<file path="config.mk">
export PLATFORM = sky130hd
export DESIGN_NAME = softmax_argmax_decoder
export DESIGN_NICKNAME = d
export VERILOG_FILES = /design/src/rtl/softmax_argmax_decoder.sv
export SDC_FILE = /design/constraint.sdc
export NUM_CORES = 1
export LEC_CHECK = 0
export ABC_AREA = 0
export BUFFER_PORTS_ARGS = -buffer_cell sky130_fd_sc_hd__buf_4
export CAP_MARGIN = 20
export CELL_PAD_IN_SITES_DETAIL_PLACEMENT = 2
export CELL_PAD_IN_SITES_GLOBAL_PLACEMENT = 2
export CORE_MARGIN = 5
export CORE_UTILIZATION = 34
export DETAILED_ROUTE_END_ITERATION = 12
export PLACE_DENSITY = 0.83
export SYNTH_ARGS = -nofsm -noshare
export SYNTH_HDL_FRONTEND = slang
export SYNTH_SLANG_ARGS = --single-unit
</file>
<file path="constraint.sdc">
create_clock -name clk -period 4.62 [get_ports clk]
set_clock_uncertainty 0.15 [all_clocks]
set_input_delay 0.231 -clock clk [delete_from_list [all_inputs] [get_ports clk]]
set_output_delay 0.231 -clock clk [all_outputs]
set_load 0.01 [all_outputs]
</file>
<file path="src/rtl/softmax_argmax_decoder.sv">
// softmax_argmax_decoder: captures one N-entry signed probability vector and
// scans it serially, one element per clock, reporting the arg-max index and
// value through a valid/ready handshake. Ties keep the lower index.
// Optional margin / low-confidence outputs: define SOFTMAX_ARGMAX_MARGIN_EN.
module softmax_argmax_decoder #(
    parameter int N     = 10,
    parameter int WIDTH = 16,
    parameter int NFRAC = 10,
    parameter int IDX_W = (N > 1) ? $clog2(N) : 1,
    parameter logic [WIDTH-1:0] MARGIN_THRESH = 16'sh0100
) (
    input  logic                      clk,
    input  logic                      reset,
    input  logic [N-1:0][WIDTH-1:0]   dataIn,
    input  logic                      in_valid,
    output logic                      in_ready,
    output logic [IDX_W-1:0]          class_idx,
    output logic [WIDTH-1:0]          max_val,
    output logic                      out_valid,
    input  logic                      out_ready
`ifdef SOFTMAX_ARGMAX_MARGIN_EN
    ,
    output logic [WIDTH-1:0]          margin,
    output logic                      low_conf
`endif
);

    // Elaboration-time sanity on the configuration.
    if (N < 1) begin : g_bad_n
        $error("softmax_argmax_decoder: N must be >= 1");
    end
    if (NFRAC < 0 || NFRAC >= WIDTH) begin : g_bad_nfrac
        $error("softmax_argmax_decoder: NFRAC out of range");
    end
    if (MARGIN_THRESH[WIDTH-1]) begin : g_bad_thresh
        $error("softmax_argmax_decoder: MARGIN_THRESH must be non-negative");
    end

    typedef enum logic [1:0] {
        IDLE = 2'd0,
        SCAN = 2'd1,
        DONE = 2'd2
    } state_t;

    localparam logic [IDX_W-1:0] LAST = IDX_W'(N - 1);

    state_t                     state_q, state_d;
    logic [N-1:0][WIDTH-1:0]    vec_q, vec_d;
    logic [IDX_W-1:0]           cnt_q, cnt_d;
    logic signed [WIDTH-1:0]    best_q, best_d;
    logic [IDX_W-1:0]           best_idx_q, best_idx_d;
    logic [IDX_W-1:0]           class_idx_q, class_idx_d;
    logic [WIDTH-1:0]           max_val_q, max_val_d;
    logic                       out_valid_q, out_valid_d;
    logic signed [WIDTH-1:0]    word;

`ifdef SOFTMAX_ARGMAX_MARGIN_EN
    localparam logic signed [WIDTH-1:0] S_MIN = {1'b1, {(WIDTH-1){1'b0}}};
    localparam logic signed [WIDTH-1:0] S_MAX = {1'b0, {(WIDTH-1){1'b1}}};
    logic signed [WIDTH-1:0]    second_q, second_d;
    logic [WIDTH-1:0]           margin_q, margin_d;
    logic                       low_conf_q, low_conf_d;
    logic signed [WIDTH:0]      diff;
`endif

    // Next-state logic: accept, serial compare, result handshake.
    always_comb begin
        state_d     = state_q;
        vec_d       = vec_q;
        cnt_d       = cnt_q;
        best_d      = best_q;
        best_idx_d  = best_idx_q;
        class_idx_d = class_idx_q;
        max_val_d   = max_val_q;
        out_valid_d = out_valid_q;
        word        = vec_q[cnt_q];
`ifdef SOFTMAX_ARGMAX_MARGIN_EN
        second_d    = second_q;
        margin_d    = margin_q;
        low_conf_d  = low_conf_q;
        diff        = '0;
`endif
        case (state_q)
            IDLE: begin
                if (in_valid) begin
                    vec_d      = dataIn;
                    best_d     = dataIn[0];
                    best_idx_d = '0;
                    cnt_d      = IDX_W'(1);
`ifdef SOFTMAX_ARGMAX_MARGIN_EN
                    second_d   = S_MIN;
`endif
                    if (N == 1) begin
                        state_d     = DONE;
                        out_valid_d = 1'b1;
                        class_idx_d = '0;
                        max_val_d   = dataIn[0];
`ifdef SOFTMAX_ARGMAX_MARGIN_EN
                        margin_d    = S_MAX;
                        low_conf_d  = 1'b0;
`endif
                    end else begin
                        state_d = SCAN;
                    end
                end
            end
            SCAN: begin
                if (word > best_q) begin
                    best_d     = word;
                    best_idx_d = cnt_q;
`ifdef SOFTMAX_ARGMAX_MARGIN_EN
                    second_d   = best_q;
`endif
                end
`ifdef SOFTMAX_ARGMAX_MARGIN_EN
                else if (word == best_q) begin
                    second_d = best_q;
                end else if (word > second_q) begin
                    second_d = word;
                end
`endif
                if (cnt_q == LAST) begin
                    state_d     = DONE;
                    out_valid_d = 1'b1;
                    class_idx_d = best_idx_d;
                    max_val_d   = best_d;
`ifdef SOFTMAX_ARGMAX_MARGIN_EN
                    // best >= second, so only positive overflow can occur.
                    diff = {best_d[WIDTH-1], best_d} - {second_d[WIDTH-1], second_d};
                    if (diff[WIDTH] != diff[WIDTH-1]) begin
                        margin_d = S_MAX;
                    end else begin
                        margin_d = diff[WIDTH-1:0];
                    end
                    low_conf_d = $signed(margin_d) < $signed(MARGIN_THRESH);
`endif
                end else begin
                    cnt_d = cnt_q + 1'b1;
                end
            end
            DONE: begin
                if (out_ready) begin
                    out_valid_d = 1'b0;
                    state_d     = IDLE;
                end
            end
            default: state_d = IDLE;
        endcase
    end

    // State and registered outputs; async reset aborts any scan in flight.
    always_ff @(posedge clk or negedge reset) begin
        if (!reset) begin
            state_q     <= IDLE;
            vec_q       <= '0;
            cnt_q       <= '0;
            best_q      <= '0;
            best_idx_q  <= '0;
            class_idx_q <= '0;
            max_val_q   <= '0;
            out_valid_q <= 1'b0;
`ifdef SOFTMAX_ARGMAX_MARGIN_EN
            second_q    <= '0;
            margin_q    <= '0;
            low_conf_q  <= 1'b0;
`endif
        end else begin
            state_q     <= state_d;
            vec_q       <= vec_d;
            cnt_q       <= cnt_d;
            best_q      <= best_d;
            best_idx_q  <= best_idx_d;
            class_idx_q <= class_idx_d;
            max_val_q   <= max_val_d;
            out_valid_q <= out_valid_d;
`ifdef SOFTMAX_ARGMAX_MARGIN_EN
            second_q    <= second_d;
            margin_q    <= margin_d;
            low_conf_q  <= low_conf_d;
`endif
        end
    end

    assign in_ready  = (state_q == IDLE);
    assign class_idx = class_idx_q;
    assign max_val   = max_val_q;
    assign out_valid = out_valid_q;
`ifdef SOFTMAX_ARGMAX_MARGIN_EN
    assign margin    = margin_q;
    assign low_conf  = low_conf_q;
`endif

endmodule

</file>
* Word level (Yosys, flattened, before mapping) *
Cells that the tools add are included.

storage, ports and cells
  register bits = 207
  output and inout bits = 22

operators by class
  add/subtract/negate cells = 1
  order comparisons = 2
  equality and inequality tests = 7
  muxes and demuxes = 18
  reduce and logical (&&, ||, !) cells = 9

operator list
  operator               count
  $bmux W16 S4           1
  $mux W16               3
  $pmux W16 S2           1
  $gt A16 B16 Y1         1
  $mux W4                4
  $pmux W4 S2            2
  $reduce_and A3 Y1      3
  $ne A2 B2 Y1 const B   4
  $mux W2                3
  $pmux W2 S3            1
  $reduce_and A2 Y1      3
  $lt A4 B5 Y1 const B   1
  $add A4 B1 Y4 const B  1
  $eq A4 B4 Y1 const B   1
  $reduce_bool A2 Y1     2
  $eq A2 B1 Y1 const B   1
  $eq A2 B2 Y1 const B   1
  $logic_not A2 Y1       1
  $mux W1                2
  $pmux W1 S2            1

* Depth between registers and ports, before layout *
  word-level depth = 5
  depth in mapped cells = 13
  mapped depth without buffers = 10

* Worst setup path after synthesis *
OpenSTA, ideal clock, no wires.

  path kind = reg2reg
  start = register cnt_q[0]
  end = register class_idx_q[0] (netlist: class_idx[0])
  arrival = 3,469 ps
  path slack = 875 ps
  stages on the path, launching flop included = 14
  cells stage by stage = dfrtp_1 buf_2 buf_4 mux4_2 mux2i_1 o22ai_1 ha_1 nand4_4 nor2_1 a21o_1 or4_4 and3_4 buf_6 a221o_1

between the ends
  longest elaborated chain between the ends = 4
  elaborated cells on any way between the ends = 6

ends and longest elaborated chain
  what                            RTL line  RTL
  start, declared                 49        logic [IDX_W-1:0] cnt_q, cnt_d;
  start signal, assigned          170       cnt_q <= cnt_d;
  $bmux W16 S4                    76        word = vec_q[cnt_q];
  $mux W16 (not written as such)  76
  $gt A16 B16 Y1                  108       if (word > best_q) begin
  $mux W4                         108
  end signal, assigned            173       class_idx_q <= class_idx_d;
  end, declared                   52        logic [IDX_W-1:0] class_idx_q, class_idx_d;

Parallel ways exist; a longest one is shown, timed or not. The select of a mux whose other input is x is not followed.
A chain may end at the register's enable or synchronous reset.

* Final worst setup path *
  start = register cnt_q[0]
  end = register max_val_q[9] (netlist: max_val[9])

between the ends
  longest elaborated chain between the ends = 4
  elaborated cells on any way between the ends = 6

ends and longest elaborated chain
  what                            RTL line  RTL
  $bmux W16 S4                    76
  $mux W16 (not written as such)  76
  $gt A16 B16 Y1                  108
  $mux W16                        108
  end signal, assigned            174       max_val_q <= max_val_d;
  end, declared                   53        logic [WIDTH-1:0] max_val_q, max_val_d;

Parallel ways exist; a longest one is shown, timed or not. The select of a mux whose other input is x is not followed.

==> flow_summary_export.csv <==
group,metric,value,unit
outcome,outcome,"finished, final reports clean",
logic_synthesis,total_of_flip_flops_plus_latches_after_synthesis,207,
worst_hold_path,holdCritPathClass,"primary input to flip-flop",
worst_setup_path,path_common_cell,"sky130_fd_sc_hd__buf_4",
sta,period_share,94.7,%
detailed_routing,routed_wl,48600,um
run,timing.max_cap.violations,0,
logic_synthesis,synth_edf_count,0,
floorplanning,floorplan.die.width,179,um
clock_tree,cts-htree-levels,1,
placed_design,port-buffer-count,185,
placed_design,globalplace.congestion,0.885,
sta,report.final.setup_viol,0,
sta,timing.fmax,229,MHz
logic_synthesis,synth-main-ff-cell,"sky130_fd_sc_hd__dfrtp_1",
cells_and_area,fin_area,13900,sq um
sta,min_period,4380,ps
cells_and_area,layout-area-overhead-vs-synth,43.0,%
worst_setup_path,cp_cell_sequence,"buf_12, buf_4, mux4_2, mux2i_1, o22ai_1, ha_1, nand4_4, a2111oi_4, o31ai_1, a211oi_4, buf_4, a221oi_1",
global_route,grt_remaining_overflow,0,
clock_tree,clock_network_latency_to_the_later_pin_of_the_worst_skew_pair,520,ps
sta,timing_worst_slew_pin_value,846,ps
logic_synthesis,synth-adder-area-share,2.32,%
placed_design,placed_cells_incl_taps,1515,
worst_setup_path,critical_path.endpoint_type,"flip-flop",
clock_tree,clock-sinks,207,
clock_tree,number_of_buffers_added_by_the_clock_tree_synthesis_step,23,
cells_and_area,fin_util,49.5,%
detailed_routing,drt_iter0_markers,740,
cells_and_area,final_cell_count_no_fill,1713,
sta,hold_viol,0,
floorplanning,row_count,61,
sta,final.hold.worst_slack,21.9,ps
global_route,vias_in_the_first_global_route,10800,
cells_and_area,fin_nets,1502,
logic_synthesis,syn_nets,1175,
logic_synthesis,synth_top_family_by_area,"simple AND/OR/NAND/NOR gates",
detailed_routing,postRouteAntennaNets,0,
clock_tree,cts_tree,"built",
logic_synthesis,ys_warn_count,0,
logic_synthesis,synth-simple-area-share,21.2,%
clock_tree,cts-root-to-sink-buffers,3,
logic_synthesis,synth_area_leaders,"sky130_fd_sc_hd__dfrtp_1 53%, sky130_fd_sc_hd__nand2_1 17%, sky130_fd_sc_hd__mux4_2 7.4%",
worst_setup_path,required,4840,ps
logic_synthesis,yosys-mux-area-fraction,11.0,%
logic_synthesis,post_synth_most_frequent_cells,"444 x sky130_fd_sc_hd__nand2_1, 207 x sky130_fd_sc_hd__dfrtp_1, 44 x sky130_fd_sc_hd__clkbuf_1, 37 x sky130_fd_sc_hd__inv_1, 35 x sky130_fd_sc_hd__mux2i_1",
sta,rsz_0062_raised_after_global_routing,"no",
sta,count_of_pins_over_their_slew_limit,0,
detailed_routing,avgViaCountPerCell,5.47,
worst_setup_path,path_buf_inv,3,
floorplanning,design.portCount,186,
cells_and_area,final_layout_size_suffix_gt1_share,21.8,%
placed_design,dp_slack,256,ps
worst_setup_path,timing.setup.critical_path_class,"flip-flop to flip-flop",
detailed_routing,post-route-drc-count,0,
worst_setup_path,cp-startpoint,"cnt_q[0]$_DFFE_PN0P_",
global_route,grt_usage,30.1,%
power,total_power,11.0,mW
clock_tree,clk_pin_slew_worst_paths,70,ps
floorplanning,initial_utilization,34.6,%
worst_setup_path,arrival,4590,ps
sta,timing.max_slew.rel_slack,42.8,%
placed_design,post-dp-hpwl,26000,um
power,pwr_density_cell,791,nW/um^2
logic_synthesis,ys_async_sr_fraction,100,%
global_route,grt_pass1_wl,71800,um
logic_synthesis,cells_after_synth,993,
logic_synthesis,synth-seq-area-share,53.4,%
detailed_routing,via_count,9376,
logic_synthesis,synth_largest_area_cell,"sky130_fd_sc_hd__dfrtp_1",
logic_synthesis,synth_compound_area_share,7.62,%
worst_setup_path,start_kind,"flip-flop",
worst_setup_path,critical-path-top-delay-family,"compound AO/OA/AOI/OAI gates",
logic_synthesis,yosysMostFrequentCell,"sky130_fd_sc_hd__nand2_1",
logic_synthesis,mappedNetlistArea,9700,sq um
logic_synthesis,yosys.area_share.xor_xnor,0.181,%
cells_and_area,fillerInstances,2888,
sta,timing.final.ws_setup,244,ps
power,irDropWorstVdd,0.000351,V
worst_setup_path,rr_startpoint,"cnt_q[0]$_DFFE_PN0P_",
sta,setup-tns-final,0,ps
detailed_routing,routedWlPerCell,28.4,um
worst_setup_path,slowest_delay,570,ps
floorplanning,die_height,179,um
global_route,antenna_found_initial,4,
logic_synthesis,synth_cell_types,41,
detailed_routing,drt_first_pass_iters,7,
worst_setup_path,crit_fanout,15,
floorplanning,overall_die_area,32000,sq um
clock_tree,cts_root_buf,"sky130_fd_sc_hd__clkbuf_16",
logic_synthesis,post_synth.cell_area_avg,9.77,sq um
worst_setup_path,critical-path-slowest-cell,"sky130_fd_sc_hd__mux4_2",
worst_hold_path,hp-start,"dataIn[9]",
logic_synthesis,synthDominantCellAreaShare,53.4,%
global_route,grt_max_degree,140,
floorplanning,placeableCoreArea,28000,sq um
cells_and_area,multi_input_comb_area,4120,sq um
cells_and_area,final-seq-area,5190,sq um
placed_design,postPlaceCellArea,11500,sq um
power,power.static_leakage,7.10,nW
-- state kept, by name, summed over array words and instances, names as in the netlist --
register,cells
best_idx_q,4
out_valid,1
max_val,16
cnt_q,4
state_q,2
best_q,16
vec_q,160
class_idx,4
-- cell families (layout without fill, tap and decap cells) --
group,after synthesis,in the layout
AO/OA/AOI/OAI,92,92
XOR/XNOR,2,2
adder cells (fa/ha/maj),18,18
buffers and inverters,97,437
flip-flops,207,207
multiplexers,67,67
other,0,2
AND/OR/NAND/NOR,510,510
-- per-layer routing --
layer	share of wire, %	GRT usage (%)	vias to the layer above
met3	6.4	4.91	139
met2	51	53.1	432
met1	38	36.5	4863
met4	4.8	12.1	2
met5	0.027	0	-
li1	-	-	3940
-- worst min-delay path, cell delays in order --
cell and delay [ps]:
sky130_fd_sc_hd__buf_4 90, sky130_fd_sc_hd__and3_1 220, sky130_fd_sc_hd__a21o_1 110
-- where the power goes --
part	leakage, nW	total, mW	switching (mW)	internal (mW)
clock	0.371	1.94	0.820	1.12
sequential	2.57	3.53	0.832	2.70
combinational	4.17	5.51	3.31	2.20
total	7.10	11.0	4.96	6.01
-- cells in the final DEF (no fill, tap or decap), types with 16 or more instances in the layout --
cell	instances
sky130_fd_sc_hd__dlygate4sd3_1	150
sky130_fd_sc_hd__mux4_2	32
sky130_fd_sc_hd__clkbuf_16	23
sky130_fd_sc_hd__dfrtp_1	205
sky130_fd_sc_hd__ha_1	18
sky130_fd_sc_hd__a221o_1	18
sky130_fd_sc_hd__buf_4	204
sky130_fd_sc_hd__nand2_1	443
sky130_fd_sc_hd__a221oi_1	16
sky130_fd_sc_hd__inv_1	37
sky130_fd_sc_hd__mux2i_1	35
sky130_fd_sc_hd__nor2_1	28
sky130_fd_sc_hd__a21o_1	18
sky130_fd_sc_hd__and3_1	16
-- final timing paths --
path	endpoint	slack (ps)	cells past startpoint
worst max-delay path	max_val[9]$_DFFE_PN0P_	240	12
worst min-delay path	vec_q[9]$_DFFE_PN0P_	20	3
worst max register to register	max_val[9]$_DFFE_PN0P_	240	12
worst min register to register	vec_q[39]$_DFFE_PN0P_	340	2
max in group asynchronous	cnt_q[0]$_DFFE_PN0P_	2930	4
min in group asynchronous	vec_q[70]$_DFFE_PN0P_	520	3
-- layout make-up --
cell class | instances | area share (%)
multi-input combinational | 689 | 29.7
clock buffer | 32 | 4.82
tap | 378 | 3.41
sequential | 207 | 37.4
antenna | 2 | 0.0361
timing repair buffer | 362 | 23.0
inverter | 37 | 1.00
clock inverter | 6 | 0.649
-- what timing repair did --
item,CTS,global route
endpoints found under the setup margin,0,26
buffers inserted,0,7
resized for setup,0,1
hold buffers,149,1
endpoints found under the hold margin,278,15
No activity file was read; power rests on OpenSTA's default activity.
